### src/rtl/midi_msg_parser.sv
// midi_msg_parser
// Decodes the MIDI byte stream from the UART receiver into Note On / Note Off
// events and queues them in a small first-word-fall-through FIFO.
//
// Ports:
//   clk, rst        system clock, asynchronous active-high reset
//   i_data, i_vld   received MIDI byte and its one-cycle valid strobe
//   o_evt_vld       FIFO head holds a valid event
//   i_evt_rdy       consumer accepts the head event
//   o_note_on       1 = Note On, 0 = Note Off (or Note On with velocity 0)
//   o_note          note number of the head event
//   o_velocity      velocity of the head event
//   o_channel       MIDI channel of the head event
//   o_fifo_count    number of queued events
//   o_overflow      sticky: an event was dropped because the FIFO was full
//   i_clr_ovf       clears o_overflow
//
// Handshake: an event transfers on every cycle where o_evt_vld & i_evt_rdy.
// While o_evt_vld is high and i_evt_rdy is low the head fields do not change.
// With the FIFO empty the fields keep showing the last event handed out.
module midi_msg_parser #(
    parameter int C_OMNI       = 1,
    parameter int C_CHANNEL    = 0,
    parameter int C_FIFO_DEPTH = 4
) (
    input  logic                              clk,
    input  logic                              rst,
    input  logic [7:0]                        i_data,
    input  logic                              i_vld,
    output logic                              o_evt_vld,
    input  logic                              i_evt_rdy,
    output logic                              o_note_on,
    output logic [6:0]                        o_note,
    output logic [6:0]                        o_velocity,
    output logic [3:0]                        o_channel,
    output logic [$clog2(C_FIFO_DEPTH):0]     o_fifo_count,
    output logic                              o_overflow,
    input  logic                              i_clr_ovf
);

    localparam int AW = $clog2(C_FIFO_DEPTH);
    localparam int CW = AW + 1;
    localparam int EW = 19;  // {note_on, note[6:0], velocity[6:0], channel[3:0]}

    typedef enum logic [1:0] {
        ST_IDLE    = 2'd0,
        ST_WAIT_D1 = 2'd1,
        ST_WAIT_D2 = 2'd2
    } state_t;

    // ------------------------------------------------------------------
    // Message decoder
    // ------------------------------------------------------------------
    state_t       state_q, state_d;
    logic [3:0]   type_q, type_d;
    logic [3:0]   chan_q, chan_d;
    logic [6:0]   d1_q, d1_d;
    logic         evt_push;
    logic [EW-1:0] evt_data;
    logic         chan_match;
    logic         evt_note_on;

    assign chan_match  = (C_OMNI != 0) || (chan_q == 4'(C_CHANNEL));
    // A Note On with velocity 0 is a Note Off by MIDI convention.
    assign evt_note_on = (type_q == 4'h9) && (i_data[6:0] != 7'd0);
    assign evt_data    = {evt_note_on, d1_q, i_data[6:0], chan_q};

    always_comb begin
        state_d  = state_q;
        type_d   = type_q;
        chan_d   = chan_q;
        d1_d     = d1_q;
        evt_push = 1'b0;
        // Real-time bytes (0xF8-0xFF) fall outside this test and leave every
        // piece of decoder state untouched, so they can sit between data bytes.
        if (i_vld && (i_data < 8'hF8)) begin
            if (i_data[7:4] == 4'hF) begin
                // System common / SysEx: running status is lost.
                state_d = ST_IDLE;
                type_d  = 4'h0;
                chan_d  = 4'h0;
            end else if (i_data[7]) begin
                type_d  = i_data[7:4];
                chan_d  = i_data[3:0];
                state_d = ST_WAIT_D1;
            end else begin
                case (state_q)
                    ST_WAIT_D1: begin
                        d1_d = i_data[6:0];
                        if ((type_q == 4'hC) || (type_q == 4'hD)) begin
                            state_d = ST_WAIT_D1;
                        end else begin
                            state_d = ST_WAIT_D2;
                        end
                    end
                    ST_WAIT_D2: begin
                        // Back to WAIT_D1 keeps running status alive.
                        state_d = ST_WAIT_D1;
                        if (((type_q == 4'h8) || (type_q == 4'h9)) && chan_match) begin
                            evt_push = 1'b1;
                        end
                    end
                    default: begin
                        state_d = ST_IDLE;
                    end
                endcase
            end
        end
    end

    always_ff @(posedge clk or posedge rst) begin
        if (rst) begin
            state_q <= ST_IDLE;
            type_q  <= 4'h0;
            chan_q  <= 4'h0;
            d1_q    <= 7'd0;
        end else begin
            state_q <= state_d;
            type_q  <= type_d;
            chan_q  <= chan_d;
            d1_q    <= d1_d;
        end
    end

    // ------------------------------------------------------------------
    // Event FIFO
    // ------------------------------------------------------------------
    logic [EW-1:0] mem_q [C_FIFO_DEPTH];
    logic [AW-1:0] wr_ptr_q, wr_ptr_d;
    logic [AW-1:0] rd_ptr_q, rd_ptr_d;
    logic [CW-1:0] count_q, count_d;
    logic [EW-1:0] hold_q, hold_d;
    logic          ovf_q, ovf_d;
    logic          full;
    logic          pop;
    logic          do_push;
    logic [EW-1:0] head;

    assign full    = (count_q == CW'(C_FIFO_DEPTH));
    assign pop     = o_evt_vld && i_evt_rdy;
    // A pop in the same cycle frees the slot the push needs.
    assign do_push = evt_push && (!full || pop);

    always_comb begin
        wr_ptr_d = wr_ptr_q;
        rd_ptr_d = rd_ptr_q;
        count_d  = count_q;
        hold_d   = hold_q;
        ovf_d    = ovf_q;
        if (do_push) begin
            wr_ptr_d = wr_ptr_q + AW'(1);
        end
        if (pop) begin
            rd_ptr_d = rd_ptr_q + AW'(1);
            hold_d   = mem_q[rd_ptr_q];
        end
        if (do_push && !pop) begin
            count_d = count_q + CW'(1);
        end else if (!do_push && pop) begin
            count_d = count_q - CW'(1);
        end
        // Set has priority over clear so a drop is never lost.
        if (evt_push && full && !pop) begin
            ovf_d = 1'b1;
        end else if (i_clr_ovf) begin
            ovf_d = 1'b0;
        end
    end

    always_ff @(posedge clk or posedge rst) begin
        if (rst) begin
            wr_ptr_q <= '0;
            rd_ptr_q <= '0;
            count_q  <= '0;
            hold_q   <= '0;
            ovf_q    <= 1'b0;
        end else begin
            wr_ptr_q <= wr_ptr_d;
            rd_ptr_q <= rd_ptr_d;
            count_q  <= count_d;
            hold_q   <= hold_d;
            ovf_q    <= ovf_d;
        end
    end

    // Storage needs no reset: it is only visible while count_q is non-zero.
    always_ff @(posedge clk) begin
        if (do_push) begin
            mem_q[wr_ptr_q] <= evt_data;
        end
    end

    // hold_q is the last popped entry, shown while the FIFO is empty.
    assign head = (count_q != '0) ? mem_q[rd_ptr_q] : hold_q;

    assign o_evt_vld    = (count_q != '0);
    assign o_note_on    = head[18];
    assign o_note       = head[17:11];
    assign o_velocity   = head[10:4];
    assign o_channel    = head[3:0];
    assign o_fifo_count = count_q;
    assign o_overflow   = ovf_q;

endmodule

### config.mk
export PLATFORM = sky130hd
export DESIGN_NAME = midi_msg_parser
export DESIGN_NICKNAME = d
export VERILOG_FILES = /design/src/rtl/midi_msg_parser.sv
export SDC_FILE = /design/constraint.sdc
export NUM_CORES = 1
export LEC_CHECK = 0
export CAP_MARGIN = 0
export CELL_PAD_IN_SITES_DETAIL_PLACEMENT = 0
export CELL_PAD_IN_SITES_GLOBAL_PLACEMENT = 1
export CORE_UTILIZATION = 53
export CTS_BUF_LIST = sky130_fd_sc_hd__clkbuf_8
export DETAILED_ROUTE_END_ITERATION = 12
export PLACE_DENSITY_LB_ADDON = 0.1
export SYNTH_ARGS = -nofsm -noshare
export SYNTH_HDL_FRONTEND = slang
export SYNTH_SLANG_ARGS = --single-unit
### constraint.sdc
create_clock -name clk -period 2.5 [get_ports clk]
set_clock_uncertainty 0.05 [all_clocks]
set_input_delay 0.75 -clock clk [delete_from_list [all_inputs] [get_ports clk]]
set_output_delay 0.75 -clock clk [all_outputs]
set_load 0.01 [all_outputs]
==> results of run 1 <==
==> sequential cells by signal (all words and copies together) (netlist names) <==
register      cells
chan_q            4
d1_q              7
hold_q           19
mem_q            76
o_fifo_count      3
o_overflow        1
rd_ptr_q          2
state_q           2
type_q            4
wr_ptr_q          2
==> worst max-delay path by stage <==
stage	from	to	slack, ns
after floorplan	i_evt_rdy	o_fifo_count[1]$_DFFE_PP0P_	0.09
after global placement	i_evt_rdy	o_fifo_count[1]$_DFFE_PP0P_	-0.35
after detailed placement	i_evt_rdy	o_fifo_count[1]$_DFFE_PP0P_	-0.40
after CTS	rd_ptr_q[0]$_DFFE_PP0N_	o_velocity[6]	-0.36
after global routing	rd_ptr_q[0]$_DFFE_PP0N_	o_velocity[6]	-0.38
final	rd_ptr_q[0]$_DFFE_PP0N_	o_velocity[6]	-0.30
==> per-stage QoR <==
| step | total power [mW] | cell area [µm²] |
|---|---|---|
| finish | 7.04 | 6230 |
| global route | 7.40 | 6230 |
| CTS | 7.18 | 6260 |
| detailed placement | 5.05 | 5720 |
| global placement | 4.99 | 5720 |
| floorplan | 4.18 | 5040 |
==> cells in the mapped netlist, types with 2 or more instances <==
master	number	area, µm²
nor3_1	2	10.0
nand2_1	3	11.3
nand4_1	2	12.5
edfxtp_1	76	2280
clkbuf_1	2	7.51
xnor2_1	4	35.0
inv_1	9	33.8
buf_6	4	45.0
buf_12	4	80.1
a21o_1	2	15.0
and2_2	4	30.0
mux4_2	18	405
o21ai_0	3	15.0
mux2_4	20	300
a22o_1	7	61.3
ha_1	7	87.6
xor2_1	2	17.5
mux2_2	25	282
dfrtp_1	44	1100
==> layer usage <==
layer | global-route usage [%] | wire (µm) | vias up
met5 | 0 | 0 | -
met4 | 8.37 | 107 | 0
met3 | 5.90 | 310 | 10
met2 | 35.0 | 4700 | 64
met1 | 23.6 | 3630 | 1325
li1 | - | - | 1160
==> cells by family (layout without fill, tap and decap cells) <==
group,Yosys count,after routing,synth area share [%]
compound gates,17,17,2.63
xor+xnor,6,6,1.04
fa+ha+maj,8,8,2.14
buf+inv,19,108,3.30
flops,120,120,67.2
mux,65,65,20.3
simple gates,23,23,3.35
==> report_power, final <==
part           leakage [nW]  switching [mW]  internal (mW)
combinational          1.02           0.944           1.59
clock                 0.217           0.777           1.12
sequential             1.21           0.179           2.43
total                  2.44            1.90           5.14
==> cells in the final DEF (no fill, tap or decap), drive strengths merged, types with 3 or more instances in the layout <==
master,count
edfxtp,76
buf,50
mux2,46
dfrtp,44
mux4,19
clkbuf,19
clkdlybuf4s50,16
inv,11
a22o,7
ha,7
clkinv,6
and2,4
xnor2,4
bufinv,4
nand2,4
o21ai,3
==> layout make-up <==
class	count	share of cell area [%]
sequential	120	54.3
multi-input combinational	119	24.1
timing repair buffer	67	11.4
clock buffer	18	3.97
clock inverter	14	3.15
tap	129	2.59
inverter	9	0.542
==> repair_timing <==
action / CTS / global route
cloned: 1 / 0
setup buffers: 4 / 1
endpoints found under the setup margin: 20 / 21
gates resized for setup: 104 / 6
==> key figures, run 1 <==
Status
  • Status: complete, but fails checks
  • Failing checks: setup timing

Synth
  • Post-synth EDFFs: 76
  • Syn Nets: 279
  • Asr flop ratio synth: ~37%
  • Yosys cell types: 39
  • Ys flop type: edfxtp_1
  • Average size of a mapped cell: 19.5 µm²
  • Seq cells post-synth: 120
  • Syn Std Cell Area: 5040 µm²
  • Syn Inst Count: 258
  • Sequential element share of the synthesized area: 67.2%
  • Synth warn: 0

Timing
  • Setup ws final: -0.298 ns
  • Final Cycle Share: 112%
  • Rel. slew slack: between 40% and 50%
  • Final Hold Fails: 0
  • Worst-Margin Slew: 0.794 ns
  • Fin Setup TNS: -4.56 ns
  • Tmin final: 2.80 ns
  • Slew Limit Fails: 0
  • Final setup violation count: 19
  • Fmax: approximately 0.36 GHz
  • Unrepaired setup endpoints after global routing: true
  • Worst hold margin: 0.447 ns

Worst setup path
  • Crit-path max FO: 7
  • Most common cell on crit path: buf_6
  • R2R Path End: o_fifo_count[2]$_DFFE_PP0P_
  • Crit Path Category: flop to output pin
  • Worst endpoint data arrival time: around 2 ns
  • RR Startpoint: o_fifo_count[2]$_DFFE_PP0P_
  • Setup crit start kind: flop
  • Levels on crit path: 4
  • Buffers and inverters on the worst path: 2
  • Slowest CP cell: mux4_2
  • R2R setup slack: 0.22 ns
  • Top Family by Delay on Critical Path: multiplexers
  • Worst Path Required: ~1.7 ns
  • Crit end category: output pin
  • Largest stage delay on the critical path: 0.56 ns
  • CP Cell Sequence: buf_6, mux4_2, mux2_4, buf_6
  • Worst reg2reg path depth: 10

Final layout
  • Syn-to-layout area delta: 23.8%
  • Non-filler cells in the finished layout: ~480
  • Layout Utilization: 67.5%
  • Reg area: ~3400 µm²
  • Area of the multi-input gates: 1500 µm²
  • Final net count: 355
  • ANT cells: 0
  • Filler cell count: roughly 620
  • Share of post-route cells with drive strength above 1: 45.0%

Placed design
  • Hpwl dp: 5400 µm
  • IO buf count: 36
  • RD Place Congestion: 0.722
  • Cells after DPL: 440
  • Pre-CTS WS: -0.396 ns

Detailed routing
  • Post-detailed-routing wire length: 8740 µm
  • Drt initial violations: 149
  • Pre-Repair DR Iteration Count: 4
  • DRT antenna net count: 0
  • DRC violations left: 0
  • Routed wire per std cell: 18.4 µm
  • Via count: 2559
  • Vias per cell: around 5.4

Floorplanning
  • Initial Util: between 50% and 60%
  • Area of the core: 9240 µm²
  • Number of I/O pins: 37
  • Die Area: 9900 µm²
  • Die Ht: ~99 µm
  • Core Rows: 35
  • Die span in x: 99.5 µm

Hold path
  • Worst hold stages: 1
  • Hold endpoint: hold_q[18]$_DFFE_PP0N_
  • HP Class: flop to flop
  • Min-delay src: hold_q[18]$_DFFE_PP0N_

CTS
  • CTS Hold Bufs: 0
  • CTS Sinks: between 100 and 150
  • CTS H-tree depth: 4
  • Worst-skew pair later-pin latency: 0.42 ns
  • Clock Pin Slew Worst Setup and Hold Paths: 0.07 ns
  • Longest Clk Path Bufs: 2
  • CTS root buf: clkbuf_8
  • Number of CTS-inserted buffers: 17
  • CTS tree: built

Power
  • Power Dens Cells: about 1100 nW/µm²
  • Leakage power total: 2.44 nW
  • Peak supply drop: 0.448 mV

GRT
  • Largest net degree at the start of global routing: 45
  • Total congestion overflow: 0
  • Initial antenna violation count: 0
  • All-layer global routing usage: 20.2%
  • First-pass GRT wire length: 14100 µm
  • Vias in the first global route: 2711

Run
  • Max Cap Viol: 0
Note: power is estimated with default switching activity, not from simulation.
==> inputs of run 2 (changes only) <==
--- a/config.mk
+++ b/config.mk
@@ -11,6 +11,7 @@
 export CORE_UTILIZATION = 53
 export CTS_BUF_LIST = sky130_fd_sc_hd__clkbuf_8
 export DETAILED_ROUTE_END_ITERATION = 12
+export MAX_ROUTING_LAYER = met4
 export PLACE_DENSITY_LB_ADDON = 0.1
 export SYNTH_ARGS = -nofsm -noshare
 export SYNTH_HDL_FRONTEND = slang
==> run 2 against run 1 <==
Against the previous run: the run still ends with setup timing left; critical path depth stayed put; worst hold slack about the same; clock power about the same; combinational power barely moved; worst setup slack got worse by 0.0047 ns; non-clock buffer count stayed put; power hardly changed; first-iteration DRC count fell by 12%; die area is the same; critical endpoint unchanged; largest cell class unchanged.
==> key figures, run 2 (synthesis gave the netlist of run 1 again) <==
Detailed routing
  • DRC violations left: 0 (unchanged)
  • Post-detailed-routing wire length: 8730 µm (-0.13%)
  • Drt initial violations: 131 (-12%)
  • Routed wire per std cell: 18.3 µm (-0.13%)
  • Pre-Repair DR Iteration Count: 4 (unchanged)
  • Vias per cell: 5.36 (-0.27%)
  • Via count: 2552 (-0.27%)
  • DRT antenna net count: 0 (unchanged)

CTS
  • Longest Clk Path Bufs: 2 (unchanged)
  • CTS Sinks: 120 (unchanged)
  • Clock Pin Slew Worst Setup and Hold Paths: 0.07 ns (about the same)
  • Number of CTS-inserted buffers: 17 (unchanged)
  • CTS Hold Bufs: 0 (unchanged)
  • CTS H-tree depth: 4 (unchanged)
  • CTS root buf: clkbuf_8
  • CTS tree: built
  • Worst-skew pair later-pin latency: 0.42 ns (about the same)

Timing
  • Final setup violation count: 19 (unchanged)
  • Tmin final: 2.80 ns (+0.00470 ns)
  • Worst hold margin: 0.447 ns (+0.0000600 ns)
  • Fmax: 0.357 GHz (-0.17%)
  • Unrepaired setup endpoints after global routing: true
  • Slew Limit Fails: 0 (unchanged)
  • Final Cycle Share: 112% (+0.19 points)
  • Worst-Margin Slew: 0.757 ns (-0.0368 ns)
  • Rel. slew slack: 49.3% (+2.5 points)
  • Setup ws final: -0.303 ns (-0.00470 ns)
  • Final Hold Fails: 0 (unchanged)

Power
  • Power Dens Cells: 1130 nW/µm² (about the same)
  • Sw power: 1.91 mW (+0.30%)
  • Sequential Power Share: 37.1% (about the same)
  • Overall Power: 7.04 mW (about the same)
  • Clk pwr share: 27.0% (about the same)
  • Peak supply drop: 0.450 mV (+0.30%)
  • Leakage power total: 2.44 nW (unchanged)
  • Combinational power share: 36.0% (about the same)
  • Internal Pwr Total: 5.14 mW (about the same)
  • Sw Ratio: 27.1% (+0.060 points)

GRT
  • First-pass GRT wire length: 14100 µm (+0.20%)
  • Initial antenna violation count: 0 (unchanged)
  • Vias in the first global route: 2709 (-0.074%)
  • Total congestion overflow: 0 (unchanged)
  • Largest net degree at the start of global routing: 45 (unchanged)
  • All-layer global routing usage: 20.8% (+0.62 points)

Worst setup path
  • Worst endpoint data arrival time: 2.00 ns (about the same)
  • Slowest CP cell: mux4_2
  • Setup crit start kind: flop
  • Crit end category: output pin
  • CP Cell Sequence: buf_6, mux4_2, mux2_4, buf_6
  • Largest stage delay on the critical path: 0.56 ns (about the same)
  • Crit-path max FO: 7 (unchanged)
  • Most common cell on crit path: buf_6
  • Crit Path Category: flop to output pin
  • Worst Path Required: 1.70 ns (about the same)

Final layout
  • Most flop-heavy register: mem_q
  • ANT cells: 0 (unchanged)
  • Syn-to-layout area delta: 23.8% (unchanged)
  • Most frequent cells in the layout: 76 x edfxtp_1, 43 x dfrtp_1, 24 x mux2_2
  • Final net count: 355 (unchanged)
  • Layout Utilization: 67.5% (unchanged)
  • Most common cell after layout, fill and taps aside: edfxtp_1
  • Share of post-route cells with drive strength above 1: 45.0% (unchanged)
  • Non-filler cells in the finished layout: 476 (unchanged)
  • Largest registers: mem_q: 76 flops, hold_q: 19 flops, d1_q: 7 flops
  • Reg area: 3380 µm² (unchanged)
  • Filler cell count: 623 (unchanged)
  • Area of the multi-input gates: 1500 µm² (unchanged)
  • Largest register FFs: 76 (unchanged)

Status
  • Failing checks: setup timing
  • Status: complete, but fails checks

Placed design
  • Hpwl dp: 5400 µm (unchanged)
  • Cells after DPL: 440 (unchanged)
  • RD Place Congestion: 0.730 (+1.2%)
  • Pre-CTS WS: -0.396 ns (unchanged)
  • IO buf count: 36 (unchanged)

Floorplanning
  • Die Ht: 99.5 µm (unchanged)
  • Number of I/O pins: 37 (unchanged)
  • Core Rows: 35 (unchanged)
  • Die Area: 9900 µm² (unchanged)
  • Initial Util: 54.5% (unchanged)
  • Area of the core: 9240 µm² (unchanged)
  • Die span in x: 99.5 µm (unchanged)

Run
  • Max Cap Viol: 0 (unchanged)

Hold path
  • HP Class: flop to flop
-- run 2: cell counts in the layout (fill, tap and decap cells not counted) --
Identical to the previous run, type by type.
-- run 2: power by group through the flow --
| stage | Clock [mW] | Sequential [mW] | Combinational (mW) |
|---|---|---|---|
| floorplan | 0 | 2.62 | 1.56 |
| global placement | 0 | 2.63 | 2.36 |
| detailed placement | 0 | 2.64 | 2.40 |
| CTS | 1.94 | 2.61 | 2.63 |
| global route | 2.03 | 2.65 | 2.72 |
| finish | 1.90 | 2.61 | 2.54 |
-- run 2: layout make-up --
class,count,area share [%]
clock inverters,14,3.15
multi-input cells,119,24.1
inverters,9,0.542
well taps,129,2.59
flip-flops and latches,120,54.3
clock buffers,18,3.97
repair buffers,67,11.4
-- run 2: routing by layer --
metal / track usage (%) / up-vias / routed length [µm]
li1: - / 1159 / -
met1: 23.7 / 1306 / 3540
met2: 35.0 / 72 / 4710
met3: 5.69 / 15 / 331
met4: 8.37 / 0 / 157
met5: - / - / 0
-- run 2: worst max-delay path: cells and delay by family (launching register included) --
| family | cells | cell delay (ns) |
|---|---|---|
| flip-flops | 1 | 0.43 |
| multiplexers | 2 | 0.85 |
| buffers and inverters | 2 | 0.30 |
-- run 2: what timing repair did --
| action | in CTS | in global routing |
|---|---|---|
| endpoints found under the setup margin | 20 | 21 |
| gates resized for setup | 104 | 6 |
| setup buffers | 4 | 1 |
| gates cloned | 1 | 0 |
| pin swaps | 0 | 0 |
-- run 2: worst paths after layout --
| path | start | endpoint | slack, ns | cells past startpoint |
|---|---|---|---|---|
| setup reg to reg | o_fifo_count[2]$_DFFE_PP0P_ | o_fifo_count[2]$_DFFE_PP0P_ | 0.22 | 10 |
| max in group asynchronous | rst | rd_ptr_q[0]$_DFFE_PP0N_ | 1.54 | 3 |
| hold reg to reg | hold_q[18]$_DFFE_PP0N_ | hold_q[18]$_DFFE_PP0N_ | 0.45 | 1 |
| hold / removal | hold_q[18]$_DFFE_PP0N_ | hold_q[18]$_DFFE_PP0N_ | 0.45 | 1 |
| setup / recovery | rd_ptr_q[0]$_DFFE_PP0N_ | o_velocity[6] | -0.30 | 4 |
| min in group asynchronous | rst | state_q[1]$_DFFE_PP0P_ | 0.63 | 3 |
-- run 2: per-stage QoR --
step / cell area (µm²) / TNS [ns]
floorplan: 5040 / 0
global placement: 5720 / -12.48
detailed placement: 5720 / -15.99
CTS: 6260 / -5.66
global route: 6230 / -6.24
finish: 6230 / -4.65
